**src/rtl/serial_sub_pkg.sv**
```systemverilog
// Shared types and defaults for the bit-serial subtractor.
package serial_sub_pkg;

    localparam int DEFAULT_WIDTH = 8;

    typedef enum logic [1:0] {
        IDLE  = 2'd0,
        SHIFT = 2'd1,
        DONE  = 2'd2
    } state_t;

endpackage

```
**src/rtl/fullsubtractor.sv**
```systemverilog
// Single-bit full subtractor: D = A - B - Bin, Bout is the borrow out.
module fullsubtractor (
    input  logic A,
    input  logic B,
    input  logic Bin,
    output logic D,
    output logic Bout
);

    assign D    = A ^ B ^ Bin;
    assign Bout = (~A & B) | (~(A ^ B) & Bin);

endmodule

```
**src/rtl/serial_subtractor.sv**
```systemverilog
// Bit-serial WIDTH-bit subtractor D = A - B with start/busy/done framing, LSB first.
// Optional signed overflow output V is built when SERIAL_SUB_OVERFLOW_EN is defined.
module serial_subtractor
    import serial_sub_pkg::*;
#(
    parameter int WIDTH = DEFAULT_WIDTH
) (
    input  logic             clk,
    input  logic             reset,
    input  logic             start,
    input  logic [WIDTH-1:0] A,
    input  logic [WIDTH-1:0] B,
    output logic [WIDTH-1:0] D,
    output logic             Bout,
    output logic             busy,
    output logic             done,
`ifdef SERIAL_SUB_OVERFLOW_EN
    output logic             V,
`endif
    output logic [1:0]       o_dbg_state
);

    localparam int CNT_W = $clog2(WIDTH + 1);
    localparam logic [CNT_W-1:0] LAST_CNT = CNT_W'(WIDTH - 1);

    state_t           r_state;
    logic [WIDTH-1:0] r_a;
    logic [WIDTH-1:0] r_b;
    logic [WIDTH-1:0] r_diff;
    logic             r_borrow;
    logic [CNT_W-1:0] r_cnt;

    logic             w_d;
    logic             w_bo;
    logic [WIDTH-1:0] w_diff_next;

    fullsubtractor u_fs (
        .A    (r_a[0]),
        .B    (r_b[0]),
        .Bin  (r_borrow),
        .D    (w_d),
        .Bout (w_bo)
    );

    // Difference bits enter at the MSB so after WIDTH shifts bit 0 lands in place.
    assign w_diff_next = {w_d, r_diff[WIDTH-1:1]};
    assign o_dbg_state = r_state;

    always_ff @(posedge clk) begin
        if (reset) begin
            r_state  <= IDLE;
            r_a      <= '0;
            r_b      <= '0;
            r_diff   <= '0;
            r_borrow <= 1'b0;
            r_cnt    <= '0;
            D        <= '0;
            Bout     <= 1'b0;
            busy     <= 1'b0;
            done     <= 1'b0;
`ifdef SERIAL_SUB_OVERFLOW_EN
            V        <= 1'b0;
`endif
        end else begin
            case (r_state)
                IDLE, DONE: begin
                    done <= 1'b0;
                    if (start) begin
                        r_state  <= SHIFT;
                        r_a      <= A;
                        r_b      <= B;
                        r_diff   <= '0;
                        r_borrow <= 1'b0;
                        r_cnt    <= '0;
                        busy     <= 1'b1;
                    end else begin
                        r_state <= IDLE;
                    end
                end
                SHIFT: begin
                    r_a      <= r_a >> 1;
                    r_b      <= r_b >> 1;
                    r_diff   <= w_diff_next;
                    r_borrow <= w_bo;
                    r_cnt    <= r_cnt + 1'b1;
                    if (r_cnt == LAST_CNT) begin
                        r_state <= DONE;
                        busy    <= 1'b0;
                        done    <= 1'b1;
                        D       <= w_diff_next;
                        Bout    <= w_bo;
`ifdef SERIAL_SUB_OVERFLOW_EN
                        // Overflow: borrow into the MSB cell differs from borrow out of it.
                        V       <= r_borrow ^ w_bo;
`endif
                    end
                end
                default: begin
                    r_state <= IDLE;
                    busy    <= 1'b0;
                    done    <= 1'b0;
                end
            endcase
        end
    end

endmodule

```
**config.mk**
```make
export PLATFORM = sky130hd
export DESIGN_NAME = serial_subtractor
export DESIGN_NICKNAME = d
export VERILOG_FILES = /design/src/rtl/serial_sub_pkg.sv /design/src/rtl/fullsubtractor.sv /design/src/rtl/serial_subtractor.sv
export SDC_FILE = /design/constraint.sdc
export NUM_CORES = 1
export LEC_CHECK = 0
export CORE_MARGIN = 2
export CORE_UTILIZATION = 43
export CTS_BUF_LIST = sky130_fd_sc_hd__clkbuf_8
export CTS_CLUSTER_DIAMETER = 100
export CTS_CLUSTER_SIZE = 12
export DETAILED_ROUTE_END_ITERATION = 12
export PLACE_DENSITY = 0.81
export SLEW_MARGIN = 20
export SYNTH_ARGS = -nofsm -noshare
export SYNTH_HDL_FRONTEND = slang
export SYNTH_SLANG_ARGS = --single-unit
```
**constraint.sdc**
```tcl
create_clock -name clk -period 1.3 [get_ports clk]
set_input_delay 0.13 -clock clk [delete_from_list [all_inputs] [get_ports clk]]
set_output_delay 0.13 -clock clk [all_outputs]
set_load 0.05 [all_outputs]
```
# [Word level (Yosys, flattened, before mapping)]
# Index checks and enable logic that the tools add are counted.
[op_classes] add_sub_neg=1 n_eq_ne=5 muxes=16 bitwise_logic=8 reduce_logical=7
[op_table] operator="one-hot mux 8 bit (2 select lines)" n=3
[op_table] operator="2-to-1 mux 8 bit" n=3
[op_table] operator="one-hot mux 4 bit (2 select lines)" n=1
[op_table] operator="AND reduction 2 bit" n=3
[op_table] operator="adder 4 x 1 -> 4 bit (second input constant)" n=1
[op_table] operator="equality test 4 x 3 -> 1 bit (second input constant)" n=1
[op_table] operator="2-to-1 mux 1 bit" n=4
[op_table] operator="2-to-1 mux 4 bit" n=1
[op_table] operator="inequality test 2 bit (second input constant)" n=2
[op_table] operator="one-hot mux 1 bit (2 select lines)" n=2
[op_table] operator="one-hot mux 2 bit (2 select lines)" n=1
[op_table] operator="OR reduction 2 bit" n=2
[op_table] operator="inverter 1 bit" n=3
[op_table] operator="bitwise AND 1 bit" n=2
[op_table] operator="equality test 2 x 1 -> 1 bit (second input constant)" n=1
[op_table] operator="equality test 2 bit (second input constant)" n=1
[op_table] operator="logical NOT 2 bit" n=1
[op_table] operator="2-to-1 mux 2 bit" n=1
[op_table] operator="nonzero test 2 bit" n=1
[op_table] operator="XOR 1 bit" n=2
[op_table] operator="bitwise OR 1 bit" n=1
[totals] register_bits=42 in_bits=19

# [Longest topological paths before layout]
# Gate-level depths: netlist (run 1).
[depth] word_depth=5 ltp_mapped=5

# [By module]
# From an unflattened synthesis (run 1), not the netlist that was laid out.
[hier_totals] cells_unflattened=188 area_unflattened_um2=1761.7
[modules_own_cells] mod="serial_subtractor" n_inst=1 cells_each=184 area_per_inst_um2=1730.4 seq_area_each_um2=820.8
[modules_own_cells] mod="fullsubtractor" n_inst=1 cells_each=4 area_per_inst_um2=31.3 seq_area_each_um2=0.0

# [Worst setup path after synthesis (run 1)]
# OpenSTA, ideal clock, no wires.
[synth_path] kind="flip-flop to flip-flop" startpoint="reg r_state[1], in the netlist o_dbg_state[1]" endpoint="reg r_a[0]" setup_time_ns=0.132 arrival_ns=1.422 slack_ns=-0.255 path_stages_with_launch=6 path_buffers=2 period_less_slack_ns=1.555 path_cell_list="dfxtp_1 -> and2b_1 -> buf_4 -> buf_2 -> a22oi_1 -> a21oi_1"
[synth_via] elab_chain_cells=4 elab_cells_between_ends=8 cone_classes="eq/ne: 3; mux: 1; reduce/logical: 4"
[synth_lines] item="start: declaration" line="serial_subtractor.sv:26" rtl="state_t r_state;"
[synth_lines] item="start signal: assignment" line="serial_subtractor.sv:51" rtl="r_state <= IDLE;"
[synth_lines] item="start signal: assignment" line="serial_subtractor.sv:69" rtl="r_state <= SHIFT;"
[synth_lines] item="start signal: assignment" line="serial_subtractor.sv:77" rtl="r_state <= IDLE;"
[synth_lines] item="equality test 2 bit or logical NOT 2 bit (tied branches)" line="serial_subtractor.sv:65" rtl="case (r_state)"
[synth_lines] item="OR reduction 2 bit" line="serial_subtractor.sv:65"
[synth_lines] item="inequality test 2 bit (no source line) or nonzero test 2 bit (tied branches)"
[synth_lines] item="AND reduction 2 bit (no source line)"
[synth_lines] item="end signal: assignment" line="serial_subtractor.sv:81" rtl="r_a <= r_a >> 1;"
[synth_lines] item="end: declaration" line="serial_subtractor.sv:27" rtl="logic [WIDTH-1:0] r_a;"
# Parallel ways exist; a longest one is shown, timed or not.
# A chain may end at the register's enable or synchronous reset.

# [Worst setup path after layout (run 1)]
[layout_path] startpoint="reg r_borrow" endpoint="reg D[7]"
[layout_via] elab_chain_cells=1
[layout_lines] item="start: declaration" line="serial_subtractor.sv:30" rtl="logic r_borrow;"
[layout_lines] item="start signal: assignment" line="serial_subtractor.sv:84" rtl="r_borrow <= w_bo;"
[layout_lines] item="XOR 1 bit" line="fullsubtractor.sv:10" rtl="assign D = A ^ B ^ Bin;"
[layout_lines] item="via u_fs.D" line="fullsubtractor.sv:6" rtl="output logic D,"
[layout_lines] item="end signal: assignment" line="serial_subtractor.sv:90" rtl="D <= w_diff_next;"
[layout_lines] item="end: declaration" line="serial_subtractor.sv:13" rtl="output logic [WIDTH-1:0] D,"
# The timed path passes the listed nets, and every way through them passes these cells.

==> impl_metrics.xml, run 1 <==
<?xml version="1.0" encoding="UTF-8"?>
<metrics>
  <group name="worst_setup_path">
    <metric name="critPathLaunchType" unit="">register</metric>
    <metric name="worstReg2RegEnd" unit="">D[7]</metric>
    <metric name="critical_path.endpoint_type" unit="">register</metric>
    <metric name="cp_max_fo" unit="">2</metric>
    <metric name="r2r_slack" unit="ns">0.05</metric>
    <metric name="worstRegToRegCells" unit="">4</metric>
    <metric name="type_of_the_worst_setup_path" unit="">reg -&gt; reg</metric>
    <metric name="cp_data_arrival_time" unit="ns">1.47</metric>
    <metric name="cp.required" unit="ns">1.52</metric>
    <metric name="regToRegStartpoint" unit="">r_borrow</metric>
  </group>
  <group name="place">
    <metric name="placed_cells_incl_taps" unit="">267</metric>
    <metric name="gp_congestion" unit="">0.760</metric>
    <metric name="io_buffer_count" unit="">31</metric>
    <metric name="dpl.hpwl" unit="um">2370</metric>
    <metric name="preCtsSetupSlack" unit="ns">-0.103</metric>
  </group>
  <group name="floorplan">
    <metric name="core_area" unit="um2">3690</metric>
    <metric name="floorplan.die.height" unit="um">66</metric>
    <metric name="die_x" unit="um">66</metric>
    <metric name="top_level_ports" unit="">32</metric>
    <metric name="die-area" unit="um2">4360</metric>
    <metric name="initial_standard_cell_utilization_of_the_core" unit="%">44.8</metric>
    <metric name="placementRows" unit="">22</metric>
  </group>
  <group name="pwr">
    <metric name="power.ir.vdd_worst" unit="mV">1.15</metric>
    <metric name="p_per_area" unit="nW/um2">1140</metric>
    <metric name="power.total" unit="mW">2.70</metric>
    <metric name="leak_pwr" unit="nW">0.856</metric>
  </group>
  <group name="min_path">
    <metric name="worstHoldStart" unit="">A[7]</metric>
    <metric name="hold_path.class" unit="">in -&gt; reg</metric>
    <metric name="hold_path_depth" unit="">3</metric>
    <metric name="min_delay_endpoint" unit="">r_a[7]</metric>
  </group>
  <group name="status">
    <metric name="status" unit="">finished clean</metric>
  </group>
  <group name="timing">
    <metric name="fmaxAchievable" unit="MHz">801</metric>
    <metric name="worstMarginPinSlew" unit="ns">0.256</metric>
    <metric name="hold_viol" unit="">0</metric>
    <metric name="post-route-period-util" unit="%">96.0</metric>
    <metric name="fin_crit" unit="ns">1.25</metric>
    <metric name="finalHoldWorstSlack" unit="ns">0.396</metric>
    <metric name="final.setup.tns" unit="ns">0</metric>
    <metric name="final.setup_skew" unit="ns">0.00912</metric>
    <metric name="fin_ws" unit="ns">0.0515</metric>
    <metric name="number_of_endpoints_failing_setup_at_the_final_stage" unit="">0</metric>
    <metric name="report.final.slew_viol_count" unit="">0</metric>
    <metric name="max_slew_margin" unit="%">82.9</metric>
  </group>
  <group name="grt">
    <metric name="global_route_total_usage_across_every_layer" unit="%">17.0</metric>
    <metric name="grt_overflow" unit="">0</metric>
    <metric name="vias_in_the_first_global_route" unit="">1304</metric>
    <metric name="wire_length_of_the_first_global_routing_pass" unit="um">5830</metric>
    <metric name="grt_antenna_before_repair" unit="">0</metric>
    <metric name="grt_max_degree" unit="">27</metric>
  </group>
  <group name="clock_network">
    <metric name="clk_pin_slew" unit="ns">0.08</metric>
    <metric name="cts-root-to-sink-buffers" unit="">2</metric>
    <metric name="worst_skew_pair.late_latency" unit="ns">0.29</metric>
    <metric name="clock_tree.root_cell" unit="">sky130_fd_sc_hd__clkbuf_8</metric>
    <metric name="tritoncts.num_buffers" unit="">5</metric>
    <metric name="hold_buffers" unit="">0</metric>
    <metric name="htree_levels" unit="">2</metric>
    <metric name="total_number_of_clock_tree_sinks" unit="">41</metric>
    <metric name="cts_tree" unit="">done</metric>
  </group>
  <group name="drt">
    <metric name="drtIter0Drc" unit="">87</metric>
    <metric name="routed_wl" unit="um">3460</metric>
    <metric name="postRouteAntennaNets" unit="">0</metric>
    <metric name="drc_errors" unit="">0</metric>
    <metric name="drt-pass1-iter-count" unit="">4</metric>
    <metric name="vias" unit="">1486</metric>
    <metric name="routedWlPerCell" unit="um">12.4</metric>
    <metric name="avgViaCountPerCell" unit="">5.35</metric>
  </group>
  <group name="final_layout">
    <metric name="nFillCells" unit="">327</metric>
    <metric name="regArea" unit="um2">827</metric>
    <metric name="final_cell_count_without_fillers" unit="">278</metric>
    <metric name="final_layout_size_suffix_gt1_share" unit="%">22.6</metric>
    <metric name="multi_input_comb_area" unit="um2">744</metric>
    <metric name="antennaDiodeCount" unit="">0</metric>
    <metric name="design.final.nets" unit="">250</metric>
    <metric name="area_delta_synth_final" unit="%">43.8</metric>
  </group>
  <group name="logic_synthesis">
    <metric name="synthesis.instances" unit="">189</metric>
    <metric name="synth_seq_cells" unit="">41</metric>
    <metric name="number_of_distinct_library_cells_after_synthesis" unit="">27</metric>
    <metric name="synth.net_count" unit="">210</metric>
    <metric name="synth.cell_area" unit="um2">1650</metric>
    <metric name="synthesis_warning_total" unit="">0</metric>
    <metric name="synth_area_per_cell" unit="um2">8.75</metric>
    <metric name="synth_seq_area_share" unit="%">49.7</metric>
  </group>
  <group name="job">
    <metric name="drv_cap" unit="">0</metric>
  </group>
</metrics>
-- routing by layer --
metal / up-vias / routed length (um) / global-route usage, %
met5: - / 0 / 0
met4: 0 / 33 / 4.59
met3: 5 / 167 / 3.24
met2: 42 / 1700 / 27.5
met1: 684 / 1560 / 23.2
li1: 755 / - / -
-- cell type report --
class                      instances  area share (%)
sequential                        41            34.8
multi-input combinational        127            31.3
timing repair buffer              52            26.4
clock buffer                       5            2.89
tap                               48            2.53
clock inverter                     3            1.79
inverter                           2           0.316
-- what timing repair did --
| item | CTS | global route |
|---|---|---|
| buffers inserted | 0 | 3 |
| resized for setup | 1 | 6 |
| endpoints found under the setup margin | 1 | 10 |
| endpoints found under the hold margin | 0 | 0 |
| pin swaps | 0 | 1 |
-- Yosys cell counts, drive strengths merged --
| library cell | n | area (um2) |
|---|---|---|
| dfxtp | 41 | 821 |
| a21oi | 37 | 185 |
| nand3 | 34 | 170 |
| a22oi | 14 | 105 |
| buf | 14 | 81.3 |
| nand2 | 10 | 37.5 |
| o21ai | 8 | 40.0 |
| clkbuf | 5 | 18.8 |
| nand2b | 4 | 25.0 |
| nor2 | 4 | 15.0 |
| nor3 | 3 | 15.0 |
| inv | 2 | 7.51 |
| mux2 | 2 | 26.3 |
| a211oi | 1 | 12.5 |
| a311oi | 1 | 8.76 |
| and2b | 1 | 7.51 |
| and3b | 1 | 8.76 |
| fa | 1 | 20.0 |
| ha | 1 | 12.5 |
| nand3b | 1 | 7.51 |
| nand4 | 1 | 6.26 |
| nor2b | 1 | 6.26 |
| nor3b | 1 | 7.51 |
| o21a | 1 | 7.51 |
-- stage by stage --
step,cell area [um2],util (%)
6_report,2380,64.5
3_3_place_gp,2220,60.1
4_1_cts,2330,63.2
2_1_floorplan,1660,-
5_1_grt,2380,64.5
3_5_place_dp,2220,60.1
-- power breakdown --
| group | total, mW | switching (mW) | internal, mW | leakage [nW] |
|---|---|---|---|---|
| Clock | 1.00 | 0.432 | 0.568 | 0.0595 |
| Sequential | 1.33 | 0.0306 | 1.30 | 0.335 |
| Combinational | 0.372 | 0.188 | 0.184 | 0.462 |
-- worst max-delay path, stage by stage, from the launching register on --
cell and delay [ns]:
sky130_fd_sc_hd__dfxtp_2 0.33, sky130_fd_sc_hd__inv_1 0.05, sky130_fd_sc_hd__fa_1 0.59, sky130_fd_sc_hd__nand3_2 0.09
sky130_fd_sc_hd__a21oi_2 0.12
-- worst max path at each step --
stage / start / end / slack [ns] / depth (start not counted)
after detailed placement: start / r_cnt[2] / -0.10 / 5
after global routing: r_borrow / D[7] / -0.03 / 4
after CTS: r_cnt[1] / D[7] / 0.02 / 4
final: r_borrow / D[7] / 0.05 / 4
after global placement: start / r_cnt[2] / -0.06 / 5
after floorplan: o_dbg_state[1] / r_a[0] / 0.003 / 5
-- placed cells by master, fill, tap and decap left out, types with 2 or more instances in the layout --
cell	instances
sky130_fd_sc_hd__a21oi_1	36
sky130_fd_sc_hd__a22oi_1	12
sky130_fd_sc_hd__a22oi_2	2
sky130_fd_sc_hd__buf_12	15
sky130_fd_sc_hd__buf_4	18
sky130_fd_sc_hd__clkbuf_8	5
sky130_fd_sc_hd__clkdlybuf4s50_1	18
sky130_fd_sc_hd__dfxtp_1	38
sky130_fd_sc_hd__dfxtp_2	2
sky130_fd_sc_hd__inv_1	3
sky130_fd_sc_hd__nand2_1	10
sky130_fd_sc_hd__nand2b_1	4
sky130_fd_sc_hd__nand3_1	33
sky130_fd_sc_hd__nor2_1	4
sky130_fd_sc_hd__nor3_1	3
sky130_fd_sc_hd__o21ai_0	8
-- cell families (layout without fill, tap and decap cells) --
group,after synthesis,after routing,synth area share (%)
mux,2,2,1.59
compound gates,62,62,21.7
buf+inv,21,62,6.51
flops,41,41,49.7
fa+ha+maj,2,2,1.97
simple gates,61,61,18.5
-- sequential cells by signal (all words and copies together), names as in the netlist --
name and cells:
r_cnt 4, r_a 8, done 1, r_borrow 1, D 8, busy 1
r_diff 7, Bout 1, r_b 8, o_dbg_state 2
No activity file was read; power rests on OpenSTA's default activity.
==> run 2: changes to the inputs <==
- CELL_PAD_IN_SITES_DETAIL_PLACEMENT: not set -> 0
- CELL_PAD_IN_SITES_GLOBAL_PLACEMENT: not set -> 1
- CORE_UTILIZATION: 43 -> 36
- PLACE_DENSITY: 0.81 -> 0.88
==> impl_metrics.xml, run 2 (synthesis gave the netlist of run 1 again) <==
<?xml version="1.0" encoding="UTF-8"?>
<metrics>
  <group name="floorplan">
    <metric name="placementRows" unit="">24</metric>
    <metric name="die-area" unit="um2">5150</metric>
    <metric name="die_x" unit="um">71.8</metric>
    <metric name="core_area" unit="um2">4380</metric>
    <metric name="top_level_ports" unit="">32</metric>
    <metric name="floorplan.die.height" unit="um">71.8</metric>
    <metric name="initial_standard_cell_utilization_of_the_core" unit="%">37.7</metric>
  </group>
  <group name="worst_setup_path">
    <metric name="cp_cell_sequence" unit="">ha_2 &gt; and3b_2 &gt; buf_4 &gt; nand3_1 &gt; a21oi_1</metric>
    <metric name="cp_peak_stage_delay" unit="ns">0.35</metric>
    <metric name="cp.required" unit="ns">1.55</metric>
    <metric name="critical_path.endpoint_type" unit="">register</metric>
    <metric name="critPathLaunchType" unit="">register</metric>
    <metric name="cp_data_arrival_time" unit="ns">1.49</metric>
    <metric name="type_of_the_worst_setup_path" unit="">reg -&gt; reg</metric>
    <metric name="critPathSlowestCell" unit="">sky130_fd_sc_hd__dfxtp_1</metric>
    <metric name="cp_max_fo" unit="">8</metric>
    <metric name="regToRegStartpoint" unit="">r_cnt[0]</metric>
    <metric name="crit_start" unit="">r_cnt[0]</metric>
  </group>
  <group name="final_layout">
    <metric name="finalInstanceArea" unit="um2">2380</metric>
    <metric name="final_cell_mix" unit="">38 x sky130_fd_sc_hd__dfxtp_1, 36 x sky130_fd_sc_hd__a21oi_1, 33 x sky130_fd_sc_hd__nand3_1</metric>
    <metric name="mostFrequentLayoutCell" unit="">sky130_fd_sc_hd__dfxtp_1</metric>
    <metric name="area_delta_synth_final" unit="%">44.1</metric>
    <metric name="final_cell_count_without_fillers" unit="">280</metric>
    <metric name="antennaDiodeCount" unit="">0</metric>
    <metric name="design.final.nets" unit="">248</metric>
    <metric name="top_regs" unit="">D x8, r_a x8, r_b x8</metric>
    <metric name="final_layout_size_suffix_gt1_share" unit="%">22.8</metric>
    <metric name="fraction_of_the_core_area_covered_by_cells_at_the_end_of_the_flow" unit="%">54.3</metric>
  </group>
  <group name="timing">
    <metric name="post-route-period-util" unit="%">95.4</metric>
    <metric name="max_slew_margin" unit="%">79.4</metric>
    <metric name="fmaxAchievable" unit="MHz">806</metric>
    <metric name="report.final.slew_viol_count" unit="">0</metric>
    <metric name="final.setup.tns" unit="ns">0</metric>
    <metric name="worstMarginPinSlew" unit="ns">0.309</metric>
    <metric name="number_of_endpoints_failing_setup_at_the_final_stage" unit="">0</metric>
    <metric name="fin_crit" unit="ns">1.24</metric>
    <metric name="hold_viol" unit="">0</metric>
    <metric name="final.setup_skew" unit="ns">0.00399</metric>
    <metric name="finalHoldWorstSlack" unit="ns">0.365</metric>
    <metric name="fin_ws" unit="ns">0.0596</metric>
  </group>
  <group name="pwr">
    <metric name="power_share_of_the_combinational_group" unit="%">12.3</metric>
    <metric name="power_frac_clock" unit="%">42.1</metric>
    <metric name="leak_pwr" unit="nW">0.848</metric>
    <metric name="internal-power" unit="mW">2.24</metric>
    <metric name="p_per_area" unit="nW/um2">1220</metric>
    <metric name="power.total" unit="mW">2.92</metric>
    <metric name="power.ir.vdd_worst" unit="mV">0.634</metric>
    <metric name="total_switching_power" unit="mW">0.682</metric>
    <metric name="net_switching_share_of_the_total_power" unit="%">23.4</metric>
    <metric name="part_of_the_total_power_dissipated_in_sequential_elements" unit="%">45.6</metric>
  </group>
  <group name="place">
    <metric name="total_placed_instance_area" unit="um2">2210</metric>
    <metric name="placed_cells_incl_taps" unit="">271</metric>
    <metric name="dpl.hpwl" unit="um">2350</metric>
    <metric name="preCtsSetupSlack" unit="ns">-0.109</metric>
    <metric name="gp_congestion" unit="">0.778</metric>
    <metric name="io_buffer_count" unit="">31</metric>
  </group>
  <group name="drt">
    <metric name="drc_errors" unit="">0</metric>
    <metric name="drt-pass1-iter-count" unit="">4</metric>
    <metric name="vias" unit="">1465</metric>
    <metric name="drtIter0Drc" unit="">96</metric>
    <metric name="routed_wl" unit="um">3520</metric>
    <metric name="routedWlPerCell" unit="um">12.6</metric>
    <metric name="avgViaCountPerCell" unit="">5.23</metric>
    <metric name="postRouteAntennaNets" unit="">0</metric>
  </group>
  <group name="clock_network">
    <metric name="clk_pin_slew" unit="ns">0.08</metric>
    <metric name="hold_buffers" unit="">0</metric>
    <metric name="htree_levels" unit="">2</metric>
    <metric name="total_number_of_clock_tree_sinks" unit="">41</metric>
    <metric name="worst_skew_pair.late_latency" unit="ns">0.31</metric>
    <metric name="cts-root-to-sink-buffers" unit="">2</metric>
    <metric name="tritoncts.num_buffers" unit="">5</metric>
    <metric name="cts_tree" unit="">done</metric>
    <metric name="clock_tree.root_cell" unit="">sky130_fd_sc_hd__clkbuf_8</metric>
  </group>
  <group name="grt">
    <metric name="wire_length_of_the_first_global_routing_pass" unit="um">6010</metric>
    <metric name="grt_antenna_before_repair" unit="">0</metric>
    <metric name="global_route_total_usage_across_every_layer" unit="%">15.0</metric>
    <metric name="vias_in_the_first_global_route" unit="">1299</metric>
    <metric name="grt_max_degree" unit="">27</metric>
    <metric name="grt_overflow" unit="">0</metric>
  </group>
  <group name="status">
    <metric name="status" unit="">finished clean</metric>
  </group>
  <group name="min_path">
    <metric name="worstHoldStart" unit="">A[7]</metric>
    <metric name="hold_path.class" unit="">in -&gt; reg</metric>
  </group>
  <group name="job">
    <metric name="drv_cap" unit="">0</metric>
  </group>
</metrics>
-- run 2: cell type report --
| cell class | instances | area (um2) |
|---|---|---|
| multi-input combinational | 127 | 743 |
| fill | 386 | 2000 |
| clock buffer | 5 | 68.8 |
| inverter | 2 | 7.51 |
| sequential | 41 | 830 |
| timing repair buffer | 50 | 603 |
| clock inverter | 3 | 65.1 |
| tap | 52 | 65.1 |
-- run 2: power groups by stage --
| stage | logic [mW] | registers [mW] | clock network (mW) |
|---|---|---|---|
| floorplan | 0.192 | 1.37 | 0 |
| global placement | 0.348 | 1.36 | 0 |
| detailed placement | 0.349 | 1.36 | 0 |
| CTS | 0.350 | 1.33 | 1.24 |
| global route | 0.396 | 1.34 | 1.31 |
| finish | 0.359 | 1.33 | 1.23 |
-- run 2: what timing repair did --
item | in CTS | in global routing
endpoints found under the setup margin | 0 | 10
gates resized for setup | 0 | 10
setup buffers | 0 | 1
-- run 2: path summary, 6_finish.rpt --
kind | cells after the start | slack (ns) | to
max reg2reg | 5 | 0.06 | D[6]
max | 5 | 0.06 | D[6]
min | 3 | 0.37 | r_a[7]
min reg2reg | 2 | 0.47 | D[0]
-- run 2: layer usage --
layer  GRT usage, %  vias up  share of wire [%]
met5              0        -                  0
met3           3.94        9                4.6
li1               -      750                  -
met2           21.1       34                 44
met4           9.43        0                2.7
met1           20.4      672                 49
-- run 2: critical path, delay by kind of cell (launching register included) --
family | cells | cell delay, ns
compound gates | 1 | 0.12
fa+ha+maj | 1 | 0.21
simple gates | 2 | 0.33
flops | 1 | 0.35
buf+inv | 1 | 0.17
